==> src/rtl/root_inject_arbiter_if.sv <==
// Bus bundle for root_inject_arbiter.
// Groups the requester handshake, the downstream LOCAL port and the upstream
// FIN/credit path.
//   master : packet sources and routers driving the arbiter
//   slave  : the arbiter itself
`ifndef ROUTER_INFO_FIN_BROADCAST
`define ROUTER_INFO_FIN_BROADCAST 4'hF
`endif

interface root_inject_arbiter_if #(
  parameter int unsigned NUM_REQ      = 4,
  parameter int unsigned ROUTER_WIDTH = 36
);
  logic [NUM_REQ-1:0]              req_valid;
  logic [NUM_REQ*ROUTER_WIDTH-1:0] req_data;
  logic [NUM_REQ-1:0]              req_grant;
  logic                            out_data_valid;
  logic [ROUTER_WIDTH-1:0]         out_data;
  logic                            downstream_credit;
  logic                            in_data_valid;
  logic [ROUTER_WIDTH-1:0]         in_data;
  logic                            upstream_credit;

  modport master (
    output req_valid, req_data, downstream_credit, in_data_valid, in_data,
    input  req_grant, out_data_valid, out_data, upstream_credit
  );

  modport slave (
    input  req_valid, req_data, downstream_credit, in_data_valid, in_data,
    output req_grant, out_data_valid, out_data, upstream_credit
  );
endinterface

==> src/rtl/root_inject_arbiter.sv <==
// root_inject_arbiter
// Shares the root router's LOCAL downstream port among NUM_REQ packet sources
// using round-robin arbitration gated by downstream credits. It also terminates
// upstream FIN broadcasts, returns one credit per upstream packet and tracks
// which PEs have finished.
// Ports:
//   clk, rst_n   clock, asynchronous active-low reset
//   bus          requester handshake, downstream port, upstream path (slave)
//   clear_done   clear FIN bitmap and fin_count
//   fin_count    number of distinct PEs that reported FIN
//   all_done     fin_count == NUM_PE (registered)
//   err          sticky: [0] credit overflow, [1] non-FIN / bad-id upstream packet
module root_inject_arbiter #(
  parameter int unsigned NUM_REQ      = 4,
  parameter int unsigned ROUTER_WIDTH = 36,
  parameter int unsigned FIFO_DEPTH   = 4,
  parameter int unsigned CREDIT_W     = 3,
  parameter int unsigned NUM_PE       = 16,
  parameter int unsigned PE_CNT_W     = 5
) (
  input  logic                    clk,
  input  logic                    rst_n,
  root_inject_arbiter_if.slave    bus,
  input  logic                    clear_done,
  output logic [PE_CNT_W-1:0]     fin_count,
  output logic                    all_done,
  output logic [1:0]              err
);
  localparam int unsigned PTR_W    = (NUM_REQ > 1) ? $clog2(NUM_REQ) : 1;
  localparam int unsigned PE_IDX_W = (NUM_PE > 1) ? $clog2(NUM_PE) : 1;
  localparam logic [CREDIT_W-1:0] DEPTH_C  = CREDIT_W'(FIFO_DEPTH);
  localparam logic [15:0]         NUM_PE_ID = 16'(NUM_PE);

  logic [CREDIT_W-1:0]     credit_q, credit_d;
  logic [PTR_W-1:0]        ptr_q, ptr_d;
  logic                    out_valid_q, out_valid_d;
  logic [ROUTER_WIDTH-1:0] out_data_q, out_data_d;
  logic                    upc_q, upc_d;
  logic [NUM_PE-1:0]       bitmap_q, bitmap_d;
  logic [PE_CNT_W-1:0]     fin_count_q, fin_count_d;
  logic                    all_done_q, all_done_d;
  logic [1:0]              err_q, err_d;

  logic [NUM_REQ-1:0]      req_grant_c;
  logic [PTR_W-1:0]        gnt_idx;
  logic                    gnt_found;

  logic [3:0]              in_info;
  logic [15:0]             in_id;
  logic                    unused_in_addr;

  assign in_info        = bus.in_data[35:32];
  assign in_id          = bus.in_data[15:0];
  assign unused_in_addr = ^bus.in_data[31:16];

  // Round-robin search starting at ptr; no grant without a downstream credit.
  always_comb begin : arb
    int unsigned idx;
    idx         = 0;
    req_grant_c = '0;
    gnt_idx     = '0;
    gnt_found   = 1'b0;
    if (credit_q != '0) begin
      for (int unsigned k = 0; k < NUM_REQ; k++) begin
        idx = (32'(ptr_q) + k) % NUM_REQ;
        if (!gnt_found && bus.req_valid[idx]) begin
          gnt_found = 1'b1;
          gnt_idx   = PTR_W'(idx);
        end
      end
    end
    req_grant_c[gnt_idx] = gnt_found;
  end

  always_comb begin : next_state
    credit_d    = credit_q;
    ptr_d       = ptr_q;
    out_valid_d = gnt_found;
    out_data_d  = out_data_q;
    upc_d       = bus.in_data_valid;
    err_d       = err_q;

    if (gnt_found) begin
      out_data_d = bus.req_data[32'(gnt_idx)*ROUTER_WIDTH +: ROUTER_WIDTH];
      ptr_d      = PTR_W'((32'(gnt_idx) + 1) % NUM_REQ);
    end

    case ({gnt_found, bus.downstream_credit})
      2'b10: credit_d = credit_q - CREDIT_W'(1);
      2'b01: begin
        if (credit_q == DEPTH_C) err_d[0] = 1'b1;
        else                     credit_d = credit_q + CREDIT_W'(1);
      end
      default: credit_d = credit_q;
    endcase

    // Clear is applied before a same-cycle FIN so that FIN still counts.
    bitmap_d    = clear_done ? '0 : bitmap_q;
    fin_count_d = clear_done ? '0 : fin_count_q;
    if (bus.in_data_valid) begin
      if (in_info == `ROUTER_INFO_FIN_BROADCAST && in_id < NUM_PE_ID) begin
        if (!bitmap_d[in_id[PE_IDX_W-1:0]]) begin
          bitmap_d[in_id[PE_IDX_W-1:0]] = 1'b1;
          fin_count_d = fin_count_d + PE_CNT_W'(1);
        end
      end else begin
        err_d[1] = 1'b1;
      end
    end
    all_done_d = (fin_count_d == PE_CNT_W'(NUM_PE));
  end

  always_ff @(posedge clk or negedge rst_n) begin
    if (!rst_n) begin
      credit_q    <= DEPTH_C;
      ptr_q       <= '0;
      out_valid_q <= 1'b0;
      out_data_q  <= '0;
      upc_q       <= 1'b0;
      bitmap_q    <= '0;
      fin_count_q <= '0;
      all_done_q  <= 1'b0;
      err_q       <= '0;
    end else begin
      credit_q    <= credit_d;
      ptr_q       <= ptr_d;
      out_valid_q <= out_valid_d;
      out_data_q  <= out_data_d;
      upc_q       <= upc_d;
      bitmap_q    <= bitmap_d;
      fin_count_q <= fin_count_d;
      all_done_q  <= all_done_d;
      err_q       <= err_d;
    end
  end

  assign bus.req_grant       = req_grant_c;
  assign bus.out_data_valid  = out_valid_q;
  assign bus.out_data        = out_data_q;
  assign bus.upstream_credit = upc_q;
  assign fin_count           = fin_count_q;
  assign all_done            = all_done_q;
  assign err                 = err_q;
endmodule

==> src/flat_wrapper.sv <==
// flat-port wrapper written by rule: the top's interface ports become plain ports
module root_inject_arbiter_flat 
#(
  parameter int unsigned NUM_REQ      = 4,
  parameter int unsigned ROUTER_WIDTH = 36,
  parameter int unsigned FIFO_DEPTH   = 4,
  parameter int unsigned CREDIT_W     = 3,
  parameter int unsigned NUM_PE       = 16,
  parameter int unsigned PE_CNT_W     = 5
)
  (clk, rst_n, clear_done, fin_count, all_done, err, bus_req_valid, bus_req_data, bus_downstream_credit, bus_in_data_valid, bus_in_data, bus_req_grant, bus_out_data_valid, bus_out_data, bus_upstream_credit);
  root_inject_arbiter_if #(.NUM_REQ(NUM_REQ), .ROUTER_WIDTH(ROUTER_WIDTH)) bus_i ();
  input  logic clk;
  input  logic rst_n;
  input  logic clear_done;
  output logic [PE_CNT_W-1:0] fin_count;
  output logic all_done;
  output logic [1:0] err;
  input wire logic [$bits(bus_i.req_valid)-1:0] bus_req_valid;
  input wire logic [$bits(bus_i.req_data)-1:0] bus_req_data;
  input wire logic [$bits(bus_i.downstream_credit)-1:0] bus_downstream_credit;
  input wire logic [$bits(bus_i.in_data_valid)-1:0] bus_in_data_valid;
  input wire logic [$bits(bus_i.in_data)-1:0] bus_in_data;
  output wire logic [$bits(bus_i.req_grant)-1:0] bus_req_grant;
  output wire logic [$bits(bus_i.out_data_valid)-1:0] bus_out_data_valid;
  output wire logic [$bits(bus_i.out_data)-1:0] bus_out_data;
  output wire logic [$bits(bus_i.upstream_credit)-1:0] bus_upstream_credit;
  assign bus_i.req_valid = bus_req_valid;
  assign bus_i.req_data = bus_req_data;
  assign bus_i.downstream_credit = bus_downstream_credit;
  assign bus_i.in_data_valid = bus_in_data_valid;
  assign bus_i.in_data = bus_in_data;
  assign bus_req_grant = bus_i.req_grant;
  assign bus_out_data_valid = bus_i.out_data_valid;
  assign bus_out_data = bus_i.out_data;
  assign bus_upstream_credit = bus_i.upstream_credit;
  root_inject_arbiter #(.NUM_REQ(NUM_REQ), .ROUTER_WIDTH(ROUTER_WIDTH), .FIFO_DEPTH(FIFO_DEPTH), .CREDIT_W(CREDIT_W), .NUM_PE(NUM_PE), .PE_CNT_W(PE_CNT_W)) u_core (.clk(clk), .rst_n(rst_n), .bus(bus_i), .clear_done(clear_done), .fin_count(fin_count), .all_done(all_done), .err(err));
endmodule
==> config.mk <==
export PLATFORM = sky130hd
export DESIGN_NAME = root_inject_arbiter_flat
export DESIGN_NICKNAME = d
export VERILOG_FILES = /design/src/rtl/root_inject_arbiter_if.sv /design/src/rtl/root_inject_arbiter.sv /design/src/flat_wrapper.sv
export SDC_FILE = /design/constraint.sdc
export NUM_CORES = 1
export LEC_CHECK = 0
export ABC_CLOCK_PERIOD_IN_PS = 5600
export CORE_ASPECT_RATIO = 0.75
export CORE_UTILIZATION = 42
export DETAILED_ROUTE_END_ITERATION = 10
export GPL_ROUTABILITY_DRIVEN = 0
export PLACE_DENSITY = 0.9
export SETUP_SLACK_MARGIN = 0.3
export SYNTH_ARGS = -nofsm -noshare
export SYNTH_HDL_FRONTEND = slang
export SYNTH_SLANG_ARGS = --single-unit
==> constraint.sdc <==
create_clock -name clk -period 5.6 [get_ports clk]
set_clock_uncertainty 0.2 [all_clocks]
set_input_delay 0.84 -clock clk [delete_from_list [all_inputs] [get_ports clk]]
set_output_delay 0.84 -clock clk [all_outputs]
set_load 0.02 [all_outputs]
==> results of run 1 <==
-- critical path, stage by stage --
cell and delay, ns:
clkdlybuf4s50_1 0.50, a21oi_1 0.19, o21ai_0 0.15, a221oi_4 0.27
buf_4 0.36, inv_1 0.11, ha_1 0.19, and2_1 0.13
clkdlybuf4s50_1 0.53
-- power by group through the flow --
stage / Combinational (mW) / Clock, mW / Sequential, mW
2_1_floorplan: 0.954 / 0 / 0.921
4_1_cts: 1.75 / 0.505 / 0.753
3_3_place_gp: 1.70 / 0 / 0.749
3_5_place_dp: 1.75 / 0 / 0.758
5_1_grt: 1.86 / 0.530 / 0.778
6_report: 1.74 / 0.489 / 0.751
-- cells in the mapped netlist, types with 2 or more instances --
master / instances / area share (%)
a21o_1: 2 / 0.35
clkbuf_1: 9 / 0.79
inv_1: 22 / 1.9
a21oi_1: 4 / 0.47
nand2b_1: 3 / 0.44
nor2_1: 16 / 1.4
nor4_1: 3 / 0.44
xnor2_1: 4 / 0.82
nand3_1: 3 / 0.35
mux2_2: 38 / 10
a31oi_1: 2 / 0.29
buf_4: 6 / 1.1
mux4_2: 2 / 1.1
or3b_1: 2 / 0.41
or2_2: 2 / 0.29
nor2b_1: 5 / 0.73
and2_1: 4 / 0.58
buf_2: 5 / 0.58
mux2i_1: 113 / 26
o22ai_1: 16 / 2.3
nand2_1: 7 / 0.61
nand4_1: 4 / 0.58
nor3_1: 4 / 0.47
o21ai_0: 4 / 0.47
dfrtp_1: 66 / 39
ha_1: 5 / 1.5
-- routing by layer --
metal	vias up	track usage (%)	wire length (um)	part of all wire [%]
met5	-	0	0	0
met4	0	7.02	118	1.0
li1	1828	-	-	-
met3	8	5.17	761	6.5
met1	1814	25.6	4670	40
met2	140	41.0	6080	52
-- through the flow --
stage / cells / worst slack, ns / power, mW / cell area [sq um]
3_5_place_dp: 719 / 1.30 / 2.50 / 6640
4_1_cts: 735 / 1.29 / 3.01 / 6900
2_1_floorplan: 379 / 2.22 / 1.87 / 4290
3_3_place_gp: 719 / 1.38 / 2.44 / 6640
6_report: 735 / 1.28 / 2.98 / 6900
5_1_grt: 735 / 1.10 / 3.17 / 6900
-- cells by family (layout without fill, tap and decap cells) --
logic type | count (synthesis) | in the layout | share of synthesized area, %
AO/OA/AOI/OAI | 41 | 41 | 6.75
XOR/XNOR | 5 | 5 | 1.02
adder cells (fa/ha/maj) | 6 | 6 | 1.93
buffers and inverters | 44 | 268 | 4.70
flip-flops | 67 | 67 | 39.2
multiplexers | 153 | 153 | 37.4
AND/OR/NAND/NOR | 63 | 63 | 9.02
-- flip-flops by register name, indices dropped and copies added (netlist names) --
signal                      count
u_core.all_done                 1
u_core.bitmap_q                16
u_core.bus.out_data            36
u_core.bus.out_data_valid       1
u_core.bus.upstream_credit      1
u_core.credit_q                 3
u_core.err                      2
u_core.fin_count                5
u_core.ptr_q                    2
-- worst max path at each step --
stage	from	endpoint	cells after the start
after floorplan	bus_req_valid[3]	bus_req_grant[1]	8
after global placement	bus_req_valid[0]	bus_req_grant[0]	9
final	bus_req_valid[0]	bus_req_grant[1]	9
after detailed placement	bus_req_valid[0]	bus_req_grant[1]	9
after global routing	bus_req_valid[0]	bus_req_grant[0]	9
after CTS	bus_req_valid[0]	bus_req_grant[1]	9
-- final cells by class --
type | instances | area, sq um
repair buffers | 229 | 2270
well taps | 132 | 165
inverters | 23 | 86.3
flip-flops and latches | 67 | 1680
multi-input cells | 268 | 2440
fillers | 716 | 2870
clock inverters | 5 | 30.0
clock buffers | 11 | 233
==> impl_metrics.env, run 1 <==
export IMPL_p_int_mw=1.87
export IMPL_r2r_start="u_core.credit_q[1]"
export IMPL_core_area_sq_mm=0.00977
export IMPL_power_density_mw_per_mm2=431
export IMPL_ys_flop_type="dfrtp_1"
export IMPL_syn_area_sq_mm=0.00429
export IMPL_numCtsBuffers=9
export IMPL_antenna_found_initial=0
export IMPL_yosysSeqAreaShare_pct=39.2
export IMPL_layout_nets=793
export IMPL_slew_headroom_pct=44.2
export IMPL_wire_per_inst_um=15.8
export IMPL_drt_wl_total_mm=11.6
export IMPL_finalSetupViolations=0
export IMPL_clk_insertion_delay_late_ns=0.32
export IMPL_synth_area_per_cell_sq_um=11.3
export IMPL_cp_arrival_ns=3.28
export IMPL_synth_edf_count=0
export IMPL_leakagePower_nw=3.02
export IMPL_final_antenna_net_count=0
export IMPL_yosys_register_bits=67
export IMPL_tightestPinTransition_ns=0.834
export IMPL_cts_hold_buffers=0
export IMPL_clkPwrFrac_pct=16.4
export IMPL_hold_depth=1
export IMPL_n_antenna_cell=0
export IMPL_via_per_inst=5.16
export IMPL_synth_cell_type_count=54
export IMPL_synth_nets=574
export IMPL_io_pins=239
export IMPL_grt_pass1_vias=3807
export IMPL_fin_setup_tns_ns=0
export IMPL_rsz0062_at_grt="false"
export IMPL_min_to="u_core.err[1]"
export IMPL_p_comb_share_pct=58.3
export IMPL_final_min_clock_period_ns=4.32
export IMPL_cts_setup_buffers=0
export IMPL_grt_pass1_wl_mm=18.6
export IMPL_cts_reportedPaths_clkPinSlew_ns=0.05
export IMPL_drive_above_1_share_pct=12.6
export IMPL_port_buffer_count=222
export IMPL_dp_hpwl_mm=9.17
export IMPL_yosysWarnings=0
export IMPL_dieHeight_um=89.5
export IMPL_hp_start="u_core.err[1]"
export IMPL_root_buffer="clkbuf_16"
export IMPL_syn2layout_area_growth_pct=61.1
export IMPL_fp_dieW_um=119
export IMPL_dr_total_vias=3790
export IMPL_fin_hold_ws_ns=0.261
export IMPL_critPathLaunchType="primary input"
export IMPL_sw_frac_of_total_pct=37.3
export IMPL_htree_levels=3
export IMPL_clockBufferDepth=2
export IMPL_grt_max_degree=46
export IMPL_syn_inst=379
export IMPL_gr_usage_all_layers_pct=22.1
export IMPL_hold_class="reg -> reg"
export IMPL_std_cell_rows=31
export IMPL_cts_sinks=67
export IMPL_fmax_ghz=0.231
export IMPL_period_share_pct=77.2
export IMPL_grt_ovfl_total=0
export IMPL_cts_resized=0
export IMPL_crit_type="in -> out"
export IMPL_cp_max_fo=19
export IMPL_required_ns=4.56
export IMPL_drcViolationCount=0
export IMPL_seqPwrFrac_pct=25.2
export IMPL_final_util_pct=70.6
export IMPL_first_pass_iters=5
export IMPL_layout_common_cells="clkdlybuf4s50_1, mux2i_1, dfrtp_1"
export IMPL_drtIter0Drc=82
export IMPL_async_reset_ff_share_pct=100
export IMPL_start_util_pct=43.8
export IMPL_peakVddDrop_mv=0.249
export IMPL_outcome="complete, no violations"
export IMPL_final_common_cell="clkdlybuf4s50_1"
export IMPL_rr_worst_depth=8
export IMPL_power_switching_mw=1.11
export IMPL_reg2reg_to="u_core.credit_q[2]"
export IMPL_finalHoldViolCount=0
export IMPL_drv_slew=0
export IMPL_cts_tree="yes"
export IMPL_cp_end_kind="output port"
export IMPL_drv_cap=0
export IMPL_dieArea_sq_mm=0.0106
export IMPL_r2r_slack_ns=2.74
No activity file was read; power rests on OpenSTA's default activity.
==> run 2, diff against run 1 <==
--- a/config.mk
+++ b/config.mk
@@ -5,12 +5,12 @@
 export SDC_FILE = /design/constraint.sdc
 export NUM_CORES = 1
 export LEC_CHECK = 0
-export ABC_CLOCK_PERIOD_IN_PS = 5600
+export ABC_CLOCK_PERIOD_IN_PS = 4170
 export CORE_ASPECT_RATIO = 0.75
-export CORE_UTILIZATION = 42
+export CORE_UTILIZATION = 39
 export DETAILED_ROUTE_END_ITERATION = 10
 export GPL_ROUTABILITY_DRIVEN = 0
-export PLACE_DENSITY = 0.9
+export PLACE_DENSITY = 0.84
 export SETUP_SLACK_MARGIN = 0.3
 export SYNTH_ARGS = -nofsm -noshare
 export SYNTH_HDL_FRONTEND = slang
==> constraint.sdc (replaced) <==
create_clock -name clk -period 4.17 [get_ports clk]
set_clock_uncertainty 0.2 [all_clocks]
set_input_delay 0.6255 -clock clk [delete_from_list [all_inputs] [get_ports clk]]
set_output_delay 0.6255 -clock clk [all_outputs]
set_load 0.02 [all_outputs]
==> impl_metrics.env, run 2 (same netlist as run 1, synthesis figures left out) <==
export IMPL_worstSetupPathDepth=8
export IMPL_cts_tree="yes"
export IMPL_reg2reg_to="u_core.credit_q[2]"
export IMPL_drive_above_1_share_pct=12.9
export IMPL_start_util_pct=40.9
export IMPL_crit_path_end="bus_req_grant[0]"
export IMPL_cp_max_fo=6
export IMPL_grt_ovfl_total=0
export IMPL_dr_total_vias=3744
export IMPL_r2r_slack_ns=1.33
export IMPL_setup_worst_path_start="bus_req_valid[0]"
export IMPL_path_cells="clkdlybuf4s50_1 -> a21oi_1 -> o21ai_0 -> a221oi_4 -> inv_1 -> ha_1 -> and2_1 -> clkdlybuf4s50_1"
export IMPL_fin_setup_tns_ns=0
export IMPL_clockBufferDepth=2
export IMPL_wl_met2_mm=5.92
export IMPL_first_pass_iters=5
export IMPL_cp_end_kind="output port"
export IMPL_hold_class="in -> async"
export IMPL_slowest_delay_ns=0.56
export IMPL_drt_wl_total_mm=11.5
export IMPL_dieHeight_um=92.8
export IMPL_drtIter0Drc=116
export IMPL_layout_common_cells="clkdlybuf4s50_1, mux2i_1, dfrtp_1"
export IMPL_cp_arrival_ns=2.83
export IMPL_gr_usage_all_layers_pct=20.2
export IMPL_cts_reportedPaths_clkPinSlew_ns=0.06
export IMPL_wl_met1_mm=4.62
export IMPL_critPathLaunchType="primary input"
export IMPL_wire_per_inst_um=15.6
export IMPL_cts_hold_buffers=0
export IMPL_dpl_cell_count=725
export IMPL_crit_type="in -> out"
export IMPL_grt_max_degree=46
export IMPL_drv_cap=0
export IMPL_finalSetupViolations=0
export IMPL_std_cell_rows=32
export IMPL_fp_dieW_um=123
export IMPL_final_min_clock_period_ns=3.66
export IMPL_n_antenna_cell=0
export IMPL_grt_pass1_wl_mm=18.1
export IMPL_root_buffer="clkbuf_16"
export IMPL_drcViolationCount=0
export IMPL_final_antenna_net_count=0
export IMPL_tightestPinTransition_ns=0.625
export IMPL_r2r_start="u_core.credit_q[1]"
export IMPL_rr_worst_depth=9
export IMPL_final_common_cell="clkdlybuf4s50_1"
export IMPL_period_share_pct=87.7
export IMPL_slew_headroom_pct=58.4
export IMPL_rsz0062_at_grt="false"
export IMPL_cts_resized=0
export IMPL_top_layer="met4"
export IMPL_crit_slowest_cell="clkdlybuf4s50_1"
export IMPL_outcome="complete, no violations"
export IMPL_fmax_ghz=0.273
export IMPL_cts_setup_buffers=0
export IMPL_crit_family="buffers and inverters"
export IMPL_dp_hpwl_mm=9.17
export IMPL_cts_sinks=67
export IMPL_syn2layout_area_growth_pct=61.7
export IMPL_required_ns=3.34
export IMPL_largest_reg_flops=36
export IMPL_dr_wl_met3_um=841
export IMPL_power_density_mw_per_mm2=580
export IMPL_core_area_sq_mm=0.0105
export IMPL_port_buffer_count=222
export IMPL_numCtsBuffers=9
export IMPL_io_pins=239
export IMPL_dieArea_sq_mm=0.0114
export IMPL_via_per_inst=5.06
export IMPL_leakagePower_nw=3.03
export IMPL_peakVddDrop_mv=0.306
export IMPL_drv_slew=0
export IMPL_htree_levels=3
export IMPL_cp_common_cell="clkdlybuf4s50_1"
export IMPL_clk_insertion_delay_late_ns=0.32
export IMPL_grt_pass1_vias=3908
export IMPL_layout_nets=795
export IMPL_worst_path_buf_inv=3
export IMPL_fin_cells=740
export IMPL_antenna_found_initial=0
export IMPL_finalHoldViolCount=0
run 2: report_power, final:
part | leakage (nW) | internal (mW) | total (mW) | switching, mW
Clock | 0.124 | 0.414 | 0.680 | 0.266
Sequential | 0.828 | 0.878 | 1.00 | 0.127
Combinational | 2.07 | 1.24 | 2.34 | 1.10
Total | 3.03 | 2.53 | 4.02 | 1.49
run 2: how the worst min path moves through the flow:
stage | start | endpoint | slack (ns) | depth (start not counted)
floorplan | rst_n | u_core.all_done | 0.13 | 0
global placement | u_core.err[1] | u_core.err[1] | 0.24 | 1
detailed placement | u_core.err[1] | u_core.err[1] | 0.26 | 1
CTS | rst_n | u_core.bus.out_data[25] | 0.12 | 1
global route | rst_n | u_core.bus.out_data[22] | 0.15 | 1
finish | rst_n | u_core.bus.out_data[25] | 0.11 | 1
run 2: routing by layer:
metal | vias up | track usage [%]
li1 | 1831 | -
met1 | 1763 | 23.0
met2 | 137 | 37.5
met3 | 13 | 4.74
met4 | 0 | 5.42
met5 | - | 0
run 2: layout make-up:
cell class / instances / area (sq um)
clock inverter: 4 / 27.5
sequential: 67 / 1680
multi-input combinational: 268 / 2440
fill: 851 / 3560
inverter: 23 / 86.3
tap: 136 / 170
clock buffer: 11 / 243
timing repair buffer: 231 / 2280
run 2: per-stage QoR:
stage | cell area (sq um) | utilization [%] | hold slack (ns) | total power [mW] | setup WS [ns]
4_1_cts | 6930 | 66.1 | 0.118 | 4.08 | 0.486
6_report | 6930 | 66.1 | 0.106 | 4.02 | 0.514
3_5_place_dp | 6660 | 63.5 | 0.255 | 3.38 | 0.494
3_3_place_gp | 6660 | 63.5 | 0.241 | 3.30 | 0.597
2_1_floorplan | 4290 | - | 0.130 | 2.52 | 1.22
5_1_grt | 6930 | 66.1 | 0.147 | 4.28 | 0.382
